==> config.mk <==
export PLATFORM = sky130hd
export DESIGN_NAME = dec_exp_pipe
export DESIGN_NICKNAME = d
export VERILOG_FILES = /design/src/rtl/dec_fp_pkg.sv /design/src/rtl/dec_pipe_reg.sv /design/src/rtl/dec_exp_pipe.sv
export SDC_FILE = /design/constraint.sdc
export NUM_CORES = 1
export LEC_CHECK = 0
export ABC_AREA = 1
export CAP_MARGIN = 5
export CORE_ASPECT_RATIO = 1.5
export CORE_MARGIN = 2
export CORE_UTILIZATION = 30
export CTS_BUF_LIST = sky130_fd_sc_hd__clkbuf_16
export CTS_CLUSTER_SIZE = 16
export DETAILED_ROUTE_END_ITERATION = 7
export PLACE_DENSITY = 0.55
export SLEW_MARGIN = 0
export SYNTH_ARGS = -nofsm -noshare
export SYNTH_HDL_FRONTEND = slang
export SYNTH_HIERARCHICAL = 1
export SYNTH_SLANG_ARGS = --single-unit
==> constraint.sdc <==
create_clock -name clk -period 10.35 [get_ports clk]
set_clock_uncertainty 0.05 [all_clocks]
set_input_delay 3.105 -clock clk [delete_from_list [all_inputs] [get_ports clk]]
set_output_delay 3.105 -clock clk [all_outputs]
set_load 0.05 [all_outputs]
==> src/rtl/dec_fp_pkg.sv <==
// Shared definitions for the decimal floating-point multiply/divide datapath.
//
// Contents:
//   - decimal32 exponent format constants (width, bias, largest biased exponent)
//   - operation encoding (multiply / divide)
//   - stage payload struct carried from the exponent add stage to the
//     adjust/range-check stage
//
// The payload fields are sized generously (32-bit raw, 16-bit adjustment).
// The exponent unit computes at its own internal width and sign-extends
// into these fields, so any EXP_W + ADJ_W + 2 <= 32 with ADJ_W <= 16 is
// carried without loss.
package dec_fp_pkg;

    localparam int DEC32_EXP_W = 8;
    localparam int DEC32_BIAS  = 101;
    localparam int DEC32_EMAX  = 191;

    localparam logic OP_MUL = 1'b0;
    localparam logic OP_DIV = 1'b1;

    localparam int PAY_RAW_W = 32;
    localparam int PAY_ADJ_W = 16;

    typedef struct packed {
        logic signed [PAY_RAW_W-1:0] raw;
        logic signed [PAY_ADJ_W-1:0] adj;
        logic                        op;
    } stage_t;

endpackage

==> src/rtl/dec_pipe_reg.sv <==
// Generic valid/ready pipeline register (one entry).
//
// Handshake: a transfer happens on a clock edge where valid && ready are both
// high on the same side. Data is captured only on an input transfer and held
// unchanged while out_valid && !out_ready.
//
// Ports:
//   clk, rst              clock, synchronous active-high reset
//   in_valid / in_ready   upstream handshake (in_ready = empty or draining)
//   in_data  [DW]         upstream payload
//   out_valid / out_ready downstream handshake
//   out_data [DW]         registered payload (cleared by reset)
module dec_pipe_reg #(
    parameter int DW = 8
) (
    input  logic          clk,
    input  logic          rst,
    input  logic          in_valid,
    output logic          in_ready,
    input  logic [DW-1:0] in_data,
    output logic          out_valid,
    input  logic          out_ready,
    output logic [DW-1:0] out_data
);

    logic          valid_q;
    logic [DW-1:0] data_q;

    // Accept when empty, or when the current entry leaves this same cycle.
    assign in_ready = !valid_q || out_ready;

    always_ff @(posedge clk) begin
        if (rst) begin
            valid_q <= 1'b0;
            data_q  <= '0;
        end else if (in_ready) begin
            valid_q <= in_valid;
            if (in_valid) begin
                data_q <= in_data;
            end
        end
    end

    assign out_valid = valid_q;
    assign out_data  = data_q;

endmodule

==> src/rtl/dec_exp_pipe.sv <==
// Two-stage pipelined biased-exponent unit for the decimal FP mul/div path.
//
// Stage 1: raw = op ? (e1 - e2 + BIAS) : (e1 + e2 - BIAS), registered with adj.
// Stage 2: res = raw + adj, range-checked against [0, EMAX], registered.
//
// Handshake: input transfer on in_valid && in_ready, output transfer on
// out_valid && out_ready. in_ready is combinational from out_ready through
// both stages, so a full pipe streams one result per cycle with no bubble.
//
// Configuration macro: DEC_EXP_PIPE_SAT_EN
//   defined   -> er clamps to 0 on underflow and to EMAX on overflow
//   undefined -> er is the low EXP_W bits of res (wrap)
//   Flags are identical in both builds.
//
// Ports:
//   clk, rst             clock, synchronous active-high reset
//   in_valid, in_ready   operand handshake
//   op                   0 = multiply, 1 = divide
//   e1, e2 [EXP_W]       unsigned biased exponents
//   adj [ADJ_W]          signed normalisation adjustment
//   out_valid, out_ready result handshake
//   er [EXP_W]           result biased exponent
//   overflow, underflow  result above EMAX / below 0
module dec_exp_pipe
    import dec_fp_pkg::*;
#(
    parameter int EXP_W = DEC32_EXP_W,
    parameter int BIAS  = DEC32_BIAS,
    parameter int EMAX  = DEC32_EMAX,
    parameter int ADJ_W = 4
) (
    input  logic             clk,
    input  logic             rst,
    input  logic             in_valid,
    output logic             in_ready,
    input  logic             op,
    input  logic [EXP_W-1:0] e1,
    input  logic [EXP_W-1:0] e2,
    input  logic [ADJ_W-1:0] adj,
    output logic             out_valid,
    input  logic             out_ready,
    output logic [EXP_W-1:0] er,
    output logic             overflow,
    output logic             underflow
);

    // Internal width wide enough that e1 + e2 + BIAS + adj never wraps.
    localparam int W    = EXP_W + ADJ_W + 2;
    localparam int S2_W = EXP_W + 2;

    // ---------------- stage 1: biased add / subtract ----------------
    logic signed [W-1:0] e1_w;
    logic signed [W-1:0] e2_w;
    logic signed [W-1:0] raw_w;
    stage_t              pay_in;

    always_comb begin
        e1_w   = W'(e1);
        e2_w   = W'(e2);
        raw_w  = (op == OP_DIV) ? (e1_w - e2_w + W'(BIAS))
                                : (e1_w + e2_w - W'(BIAS));
        pay_in        = '0;
        pay_in.raw    = PAY_RAW_W'(raw_w);
        pay_in.adj    = PAY_ADJ_W'($signed(adj));
        pay_in.op     = op;
    end

    logic   s1_valid;
    logic   s2_in_ready;
    stage_t s1_q;

    dec_pipe_reg #(
        .DW($bits(stage_t))
    ) u_s1 (
        .clk      (clk),
        .rst      (rst),
        .in_valid (in_valid),
        .in_ready (in_ready),
        .in_data  (pay_in),
        .out_valid(s1_valid),
        .out_ready(s2_in_ready),
        .out_data (s1_q)
    );

    // The operation code rides along in the payload for observability of
    // stage 1; stage 2 arithmetic does not depend on it.
    logic unused_s1_op;
    assign unused_s1_op = s1_q.op;

    // ---------------- stage 2: adjust and range check ----------------
    logic signed [PAY_RAW_W-1:0] res;
    logic                        ov_n;
    logic                        uf_n;
    logic [EXP_W-1:0]            er_n;
    logic [S2_W-1:0]             s2_in;

    always_comb begin
        res  = s1_q.raw + PAY_RAW_W'(s1_q.adj);
        uf_n = (res < 0);
        ov_n = (res > EMAX);
`ifdef DEC_EXP_PIPE_SAT_EN
        if (uf_n) begin
            er_n = '0;
        end else if (ov_n) begin
            er_n = EXP_W'(EMAX);
        end else begin
            er_n = res[EXP_W-1:0];
        end
`else
        er_n = res[EXP_W-1:0];
`endif
        s2_in = {er_n, ov_n, uf_n};
    end

    logic            s2_valid;
    logic [S2_W-1:0] s2_q;

    dec_pipe_reg #(
        .DW(S2_W)
    ) u_s2 (
        .clk      (clk),
        .rst      (rst),
        .in_valid (s1_valid),
        .in_ready (s2_in_ready),
        .in_data  (s2_in),
        .out_valid(s2_valid),
        .out_ready(out_ready),
        .out_data (s2_q)
    );

    // Outputs read as zero for the whole time reset is asserted, not only
    // after the first reset edge.
    always_comb begin
        out_valid = s2_valid && !rst;
        er        = rst ? '0 : s2_q[S2_W-1:2];
        overflow  = rst ? 1'b0 : s2_q[1];
        underflow = rst ? 1'b0 : s2_q[0];
    end

endmodule
* After elaboration in Yosys (flattened, before gate mapping)
Index checks and enable logic that the tools add are counted.
** Word-level totals
- Logic and storage cells :: 23
- Output and inout bits :: 12
- Register bits after elaboration :: 43
** Operators by class
- Multiplexer cells :: 4
- Magnitude comparators :: 2
- Reduce and logical (&&, ||, !) cells :: 8
- $add $sub $neg :: 5
** Operators with widths (number)
- adder 14 x 16 -> 17 bit :: 1
- > comparator 17 x 9 -> 1 bit, second input constant :: 1
- < comparator 17 x 1 -> 1 bit, second input constant :: 1
- two-way mux 14 bit :: 1
- adder 9 x 8 -> 10 bit, second input constant :: 1
- subtractor 9 x 7 -> 10 bit, second input constant :: 1
- adder 8 x 8 -> 9 bit :: 1
- subtractor 8 x 8 -> 9 bit :: 1
- two-way mux 8 bit :: 1
- AND reduction 2 bit :: 2
- zero test 1 bit :: 3
- logical OR 1 bit :: 2
- two-way mux 1 bit :: 2
- logical AND 1 bit :: 1

* Logic depth before layout (Yosys ltp)
Gate-level depths: netlist (run 1).
- Depth in word-level cells :: 4
- Mapped depth :: 22
- Gate-level depth less buffers :: 22

* By module
Netlist (run 1), hierarchy kept.
** By module, submodules not included
- dec_exp_pipe :: cells each 718, times used 1, area each 3683.5 um^2, sequential area each 0.0 um^2
- dec_pipe_reg at u_s1 :: cells each 326, times used 1, area each 2215.9 um^2, sequential area each 1001.0 um^2
- dec_pipe_reg at u_s2 :: cells each 70, times used 1, area each 499.2 um^2, sequential area each 220.2 um^2

* Worst setup path before layout (run 1)
No wires, ideal clock.
- Path kind :: input-to-output
- Start point :: input rst
- End point :: output er[0]
- Stages :: 2
- Arrival :: 3965 ps
- Path slack :: 3230 ps
- Cell sequence :: clkbuf_1 -> nor2_1
** Between the ends
- Cells in the longest elaborated chain, start to end :: 1
** RTL lines
- from (decl) :: line dec_exp_pipe.sv:33 : input logic rst,
- two-way mux 8 bit :: line dec_exp_pipe.sv:135 : er = rst ? '0 : s2_q[S2_W-1:2];
- to (decl) :: line dec_exp_pipe.sv:42 : output logic [EXP_W-1:0] er,
No other way between the ends.

* Worst setup path in the final report (run 1)
- Start point :: input out_ready
- End point :: output in_ready
** Between the ends
- Cells in the longest elaborated chain, start to end :: 2
** RTL lines
- from (decl) :: line dec_exp_pipe.sv:41 : input logic out_ready,
- logical OR 1 bit :: line dec_pipe_reg.sv:30 : assign in_ready = !valid_q || out_ready;
- named net s2_in_ready :: line dec_exp_pipe.sv:69 : logic s2_in_ready;
- logical OR 1 bit :: line dec_pipe_reg.sv:30
- to (decl) :: line dec_exp_pipe.sv:35 : output logic in_ready,
The timed path passes the listed nets, and every way through them passes these cells.

==> results of run 1 <==
## worst max-delay path, stage by stage
cell and delay (ps):
clkdlybuf4s50_1 450, inv_1 40, nand2_2 300, inv_1 100, nand2_2 80, clkdlybuf4s50_1 810
## state kept, by name (all words and copies together), names as in the netlist
register,flops
u_s1/out_data,48
u_s2/out_data,10
u_s1/out_valid,1
u_s2/out_valid,1
## layer usage
metal | up-vias | routed length [µm] | GRT usage [%]
met1 | 2744 | 6568 | 16.49
met2 | 66 | 8278 | 27.62
met3 | 27 | 340 | 1.812
li1 | 3428 | - | -
met5 | - | 0 | 0
met4 | 0 | 523 | 6.897
## area by class of cell
cell class	instances	area, µm²
Inverter	237	889.6
Timing Repair Buffer	38	370.4
Clock buffer	9	225.2
Sequential cell	60	1201
Multi-Input combinational cell	779	4064
Fill cell	2350	13750
Clock inverter	7	68.82
Tap cell	268	335.3
## worst max-delay path by stage
stage / start / to / slack [ps] / cells past startpoint
finish: out_ready / in_ready / 2300 / 6
global route: out_ready / in_ready / 2170 / 6
CTS: out_ready / in_ready / 2280 / 6
detailed placement: out_ready / in_ready / 2290 / 6
global placement: out_ready / in_ready / 2280 / 6
floorplan: rst / er[0] / 3230 / 2
## per-stage QoR
step	instance area, µm²	std cells	util (%)
2_1_floorplan	6357	1108	-
3_3_place_gp	6860	1382	32.82
3_5_place_dp	6860	1382	32.82
4_1_cts	7154	1398	34.23
5_1_grt	7154	1398	34.23
6_report	7154	1398	34.23
## power groups by stage
stage	combinational (mW)	sequential, mW	clock (mW)
detailed placement	0.311	0.271	0
global route	0.358	0.269	0.318
CTS	0.312	0.266	0.310
global placement	0.308	0.270	0
floorplan	0.244	0.265	0
finish	0.308	0.266	0.298
==> results.json, run 1 <==
{
  "status": "finished, final reports clean",
  "globalRouteOverflowTotal": 0,
  "initial_core_util_pct": 30.42,
  "cts_tree": "done",
  "drv_slew": 0,
  "track_usage_pct": 14.91,
  "whs_path_depth": 2,
  "cts_resized": 0,
  "wl_per_cell_um": 11.24,
  "reg2regPathDepth": 19,
  "period_share_pct": 77.81,
  "p_switching_uw": 320.5,
  "max_slew_margin_pct": 34.05,
  "combPwrFrac_pct": 35.3,
  "area_delta_synth_final_pct": 12.54,
  "clock_path_buffers": 2,
  "hold_viol": 0,
  "cts_made_buffers": 9,
  "gp_congestion": 0.8871,
  "max_freq_mhz": 124.2,
  "ir_worst_vdd_v": 0.00007958,
  "setup_ws_ps": 2297,
  "layout_commonest_cell": "nand2_1",
  "rows": 65,
  "cp.required_ps": 7200,
  "grt_max_degree": 98,
  "io_buffers": 36,
  "setup_viol": 0,
  "r2r-end": "u_s2/out_data[1]",
  "ant_nets": 0,
  "postSynthAreaPerCell_um2": 5.738,
  "cp_data_arrival_time_ps": 4900,
  "fin_hold_ws_ps": 430.7,
  "post-route-min-period_ps": 8053,
  "tightest_slew_ps": 989.2,
  "coreArea_mm2": 0.02090,
  "critPathMaxFanout": 22,
  "cp-start-kind": "input port",
  "htree_levels": 3,
  "critPathCaptureType": "output port",
  "power_leakage_nw": 3.978,
  "cts.sinks": 60,
  "hold_start": "u_s1/out_data[34]",
  "cts-root-buf": "clkbuf_16",
  "hpwl_mm": 12.08,
  "postCtsHoldBufs": 0,
  "rr_startpoint": "u_s1/out_data[16]",
  "layout-drive-gt1-share_pct": 6.903,
  "drt_iter0_drc": 335,
  "p_int_uw": 551.6,
  "io_pins": 37,
  "synth-warning-count": 6,
  "setup_tns_ps": 0,
  "n_antenna_cell": 0,
  "antenna_found_initial": 0,
  "hold_path_end": "u_s1/out_data[34]",
  "hold_class": "flip-flop to flip-flop",
  "path_clk_slew_ps": 50,
  "synth_area_mm2": 0.006357,
  "path_class": "input port to output port",
  "final_nets": 1208,
  "total_power_uw": 872.2,
  "firstDrtPassIters": 4,
  "die_area_mm2": 0.02240,
  "power_switching_share_pct": 36.75,
  "p_seq_share_pct": 30.5,
  "drv_cap": 0,
  "final_cell_mix": "nand2_1, inv_1, nor2_1, nand3_1, a21oi_1",
  "die_y_um": 182.3,
  "postSynthCellCount": 1108,
  "r2r_setup_slack_ps": 7410,
  "preCtsSetupSlack_ps": 2292,
  "clk_latency_ps": 350,
  "power.density_mw_per_mm2": 121.9,
  "num_vias": 6265,
  "grt_pass1_wl_mm": 26.96,
  "rsz0062_at_grt": "false",
  "wirelength_mm": 15.71,
  "die_x_um": 122.9,
  "drc_errors": 0,
  "syn_nets": 1191,
  "grt_pass1_vias": 5838,
  "post-cts-setup-buffers": 0,
  "routed_via_density": 4.481,
  "pwr-share-clk_pct": 34.2
}
No activity file was read; power rests on OpenSTA's default activity.
==> run 2, diff against run 1 <==
--- a/config.mk
+++ b/config.mk
@@ -13,7 +13,7 @@
 export CTS_BUF_LIST = sky130_fd_sc_hd__clkbuf_16
 export CTS_CLUSTER_SIZE = 16
 export DETAILED_ROUTE_END_ITERATION = 7
-export PLACE_DENSITY = 0.55
+export PLACE_DENSITY = 0.56
 export SLEW_MARGIN = 0
 export SYNTH_ARGS = -nofsm -noshare
 export SYNTH_HDL_FRONTEND = slang
==> constraint.sdc (replaced) <==
create_clock -name clk -period 7.27 [get_ports clk]
set_clock_uncertainty 0.05 [all_clocks]
set_input_delay 2.181 -clock clk [delete_from_list [all_inputs] [get_ports clk]]
set_output_delay 2.181 -clock clk [all_outputs]
set_load 0.05 [all_outputs]
==> run 2 against run 1 <==
Via count decreased by 0.67%. Register-to-register slack got worse by 3100 ps. Flip-flop and latch count unchanged. Largest cell class unchanged. Wire length decreased by 0.34%. Global-route usage decreased by 0.13 points. Sequential share of layout area decreased by 0.093 points. Worst hold slack improved by 3.0 ps. Largest power group is now clock. Total power increased by 48%.
==> results.json, run 2 (same netlist as run 1, synthesis figures left out) <==
{
  "status": "finished, final reports clean",
  "cts_tree": "done",
  "cts_resized": 0,
  "place_area_mm2": 0.006870,
  "final_nets": 1208,
  "max_freq_mhz": 162.9,
  "hold_class": "flip-flop to flip-flop",
  "clock_path_buffers": 2,
  "rsz0062_at_grt": "false",
  "grt_pass1_wl_mm": 26.82,
  "final_cell_mix": "nand2_1, inv_1, nor2_1, nand3_1, a21oi_1",
  "post-route-min-period_ps": 6140,
  "fin_hold_ws_ps": 433.6,
  "power_leakage_nw": 3.995,
  "gp_congestion": 0.9064,
  "largest_reg_flops": 48,
  "routed_via_density": 4.451,
  "cts-root-buf": "clkbuf_16",
  "wirelength_mm": 15.66,
  "max_slew_margin_pct": 32.50,
  "critPathMaxFanout": 15,
  "path_clk_slew_ps": 50,
  "num_vias": 6223,
  "layout_commonest_cell": "nand2_1",
  "preCtsSetupSlack_ps": 1098,
  "met2_usage_pct": 27.49,
  "setup_tns_ps": 0,
  "layout-drive-gt1-share_pct": 7.080,
  "power.density_mw_per_mm2": 179.2,
  "fin_area_mm2": 0.007194,
  "reg2regPathDepth": 19,
  "drv_cap": 0,
  "cp-start-kind": "input port",
  "grt_max_degree": 98,
  "met3_usage_pct": 1.844,
  "path_class": "input port to output port",
  "cp.required_ps": 5040,
  "drt_iter0_drc": 287,
  "firstDrtPassIters": 5,
  "antenna_found_initial": 0,
  "ant_nets": 0,
  "n_antenna_cell": 0,
  "rows": 65,
  "drv_slew": 0,
  "tightest_slew_ps": 1012,
  "period_share_pct": 84.46,
  "track_usage_pct": 14.78,
  "area_delta_synth_final_pct": 13.17,
  "r2r_setup_slack_ps": 4290,
  "cts.sinks": 60,
  "grt.busiest_layer": "met2",
  "grt_pass1_vias": 5916,
  "whs_path_depth": 2,
  "cp_data_arrival_time_ps": 3910,
  "die_y_um": 182.3,
  "htree_levels": 3,
  "die_x_um": 122.9,
  "clk_latency_ps": 350,
  "setup_viol": 0,
  "initial_core_util_pct": 30.42,
  "die_area_mm2": 0.02240,
  "coreArea_mm2": 0.02090,
  "cts_made_buffers": 9,
  "post-cts-setup-buffers": 0,
  "postCtsHoldBufs": 0,
  "globalRouteOverflowTotal": 0,
  "setup_ws_ps": 1130,
  "io_pins": 37,
  "hold_viol": 0,
  "critPathCaptureType": "output port",
  "io_buffers": 36,
  "wl_per_cell_um": 11.20,
  "drc_errors": 0,
  "hpwl_mm": 12.03,
  "ir_worst_vdd_v": 0.0001045,
  "grt_util_met1_pct": 15.93
}
run 2: changes by cell type in the layout (fill, tap and decap cells not counted):
cell	delta
inv_6	+2
buf_12	+1
bufinv_16	+1
clkdlybuf4s50_1	-1
clkinv_2	-1
clkinv_4	-1
inv_1	-1
run 2: where the power goes:
| part | switching, mW | internal, mW |
|---|---|---|
| registers | 0.0207 | 0.358 |
| logic | 0.274 | 0.165 |
| clock network | 0.170 | 0.302 |
run 2: metal layers:
| metal | vias to the layer above | wire length (µm) | part of all wire [%] |
|---|---|---|---|
| met5 | - | 0 | 0 |
| met4 | 0 | 580 | 3.7 |
| met3 | 28 | 362 | 2.3 |
| met2 | 63 | 8159 | 52 |
| met1 | 2706 | 6555 | 42 |
| li1 | 3426 | - | - |
run 2: final timing paths:
path,startpoint,end
worst max register to register,u_s1/out_data[16],u_s2/out_data[1]
worst min-delay path,u_s2/out_data[7],u_s2/out_data[7]
worst max-delay path,rst,er[3]
worst min register to register,u_s2/out_data[7],u_s2/out_data[7]
run 2: stage by stage:
stage	util [%]	instances	total power, mW
final	34.42	1398	1.289
after global routing	34.42	1398	1.388
after CTS	34.42	1398	1.307
after detailed placement	32.87	1382	0.8277
after global placement	32.87	1382	0.8236
after floorplan	-	1108	0.7248
run 2: layout make-up:
type,count,area (µm²)
fillers,2334,13710
repair buffers,38,380.4
clock inverters,7,98.84
multi-input cells,779,4064
flip-flops and latches,60,1201
well taps,268,335.3
inverters,237,889.6
clock buffers,9,225.2
run 2: worst max-delay path, cell delays in order:
cell,delay (ps)
clkdlybuf4s50_1,700
nor2_1,200
clkdlybuf4s50_1,820
==> run 3, diff against run 2 <==
==> constraint.sdc (replaced) <==
create_clock -name clk -period 5.2 [get_ports clk]
set_clock_uncertainty 0.05 [all_clocks]
set_input_delay 1.56 -clock clk [delete_from_list [all_inputs] [get_ports clk]]
set_output_delay 1.56 -clock clk [all_outputs]
set_load 0.05 [all_outputs]
==> run 3 against run 2 <==
Utilization is 0.32 points lower. Sequential power is 39% higher. Non-clock buffer count is 2 higher. Worst hold slack worse by 9.3 ps. Clock-buffer cell count stayed put. Final cell count is 0.14% higher. Largest power group is now combinational cells.
==> results.json, run 3 (same netlist as run 1, synthesis figures left out) <==
{
  "status": "finished, final reports clean",
  "antenna_found_initial": 0,
  "layout.cells.non_filler": 1400,
  "p_int_mw": 1.048,
  "combPwrFrac_pct": 36.6,
  "whs_path_depth": 2,
  "power_switching_share_pct": 37.53,
  "cp.required_ps": 5370,
  "die_area_mm2": 0.02240,
  "reg2regPathDepth": 19,
  "setup_tns_ps": 0,
  "hold_class": "flip-flop to flip-flop",
  "hold_start": "u_s2/out_data[0]",
  "track_usage_pct": 14.67,
  "io_pins": 37,
  "gp_congestion": 0.8733,
  "final_cell_mix": "nand2_1, inv_1, nor2_1, nand3_1, a21oi_1",
  "tightest_slew_ps": 957.9,
  "drt_iter0_drc": 313,
  "utilization_pct": 34.10,
  "critPathCaptureType": "flip-flop",
  "dp.cells": 1384,
  "path_class": "input port to flip-flop",
  "largest_reg_flops": 48,
  "n_antenna_cell": 0,
  "ir_worst_vdd_v": 0.0001374,
  "die_y_um": 182.3,
  "drv_slew": 0,
  "drc_errors": 0,
  "io_buffers": 36,
  "period_share_pct": 84.50,
  "postCtsHoldBufs": 0,
  "post-route-min-period_ps": 4394,
  "seqCellArea_mm2": 0.001201,
  "hpwl_mm": 12.12,
  "cp-start-kind": "input port",
  "fin_area_mm2": 0.007127,
  "layout-drive-gt1-share_pct": 8.039,
  "fillers": 2340,
  "die_x_um": 122.9,
  "p_switching_uw": 629.9,
  "coreArea_mm2": 0.02090,
  "htree_levels": 3,
  "rows": 65,
  "routed_via_density": 4.443,
  "layout_commonest_cell": "nand2_1",
  "drv_cap": 0,
  "hold_viol": 0,
  "initial_core_util_pct": 30.42,
  "cts.sinks": 60,
  "clk_latency_ps": 340,
  "grt_pass1_wl_mm": 26.82,
  "cp_data_arrival_time_ps": 4570,
  "grt_pass1_vias": 5985,
  "startpoint": "e1[1]",
  "firstDrtPassIters": 4,
  "setup_viol": 0,
  "max_slew_margin_pct": 36.14,
  "critPathMaxFanout": 23,
  "wl_per_cell_um": 10.95,
  "ant_nets": 0,
  "cts-root-buf": "clkbuf_16",
  "p_seq_share_pct": 31.4,
  "power.density_mw_per_mm2": 235.5,
  "clock_path_buffers": 2,
  "post-cts-setup-buffers": 0,
  "grt_max_degree": 98,
  "cts_made_buffers": 9,
  "power_leakage_nw": 3.996,
  "place_area_mm2": 0.006858,
  "cts_tree": "done",
  "multi_input_area_mm2": 0.004064,
  "globalRouteOverflowTotal": 0,
  "pwr-share-clk_pct": 32.0,
  "cts_resized": 0,
  "final_nets": 1210,
  "num_vias": 6220,
  "wirelength_mm": 15.33,
  "area_delta_synth_final_pct": 12.10,
  "rr_startpoint": "u_s1/out_data[16]",
  "path_clk_slew_ps": 50,
  "max_freq_mhz": 227.6,
  "rsz0062_at_grt": "false"
}
==> run 3: through the flow <==
stage	setup slack, ps	hold slack (ps)	total power, mW
after floorplan	1170	401.6	1.013
after global placement	485.4	412.5	1.148
after detailed placement	454.8	417.6	1.154
after CTS	807.2	431.3	1.705
after global routing	463.1	460.5	1.818
final	805.9	424.4	1.678
==> run 3: cell type report <==
cell class,instances,area share (%)
tap,268,4.705
inverter,237,12.48
clock inverter,7,0.6145
multi-input combinational,779,57.02
sequential,60,16.85
timing repair buffer,40,5.162
clock buffer,9,3.160
==> run 3: critical path: stages <==
cell	delay (ps)
clkdlybuf4s50_1	530
inv_1	60
ha_1	280
inv_1	70
ha_1	160
inv_1	50
fa_1	400
o31ai_1	290
and2_1	190
nor2_1	50
nor2_1	80
nor2_1	40
inv_1	60
a21oi_1	70
nand3_1	90
nand2_1	50
buf_4	210
inv_1	70
nand3_1	80
nand2_1	100
nor2_1	50
==> run 3: power groups by stage <==
stage               Combinational, mW  Clock, mW  Sequential, mW
detailed placement              0.617          0           0.536
global route                    0.713      0.573           0.532
floorplan                       0.485          0           0.528
global placement                0.613          0           0.535
CTS                             0.620      0.557           0.527
finish                          0.615      0.537           0.527
==> run 3: worst paths after layout <==
kind                       end  slack, ps
max          u_s1/out_data[36]        810
min           u_s2/out_data[0]        420
max reg2reg   u_s2/out_data[1]       2020
min reg2reg   u_s2/out_data[0]        420
==> run 3: per-layer routing <==
metal	part of all wire, %	vias to the layer above	GRT usage, %
met2	52	67	26.87
met4	2.7	0	6.575
met5	0	-	0
met1	44	2712	16.48
met3	2.1	14	1.938
li1	-	3427	-
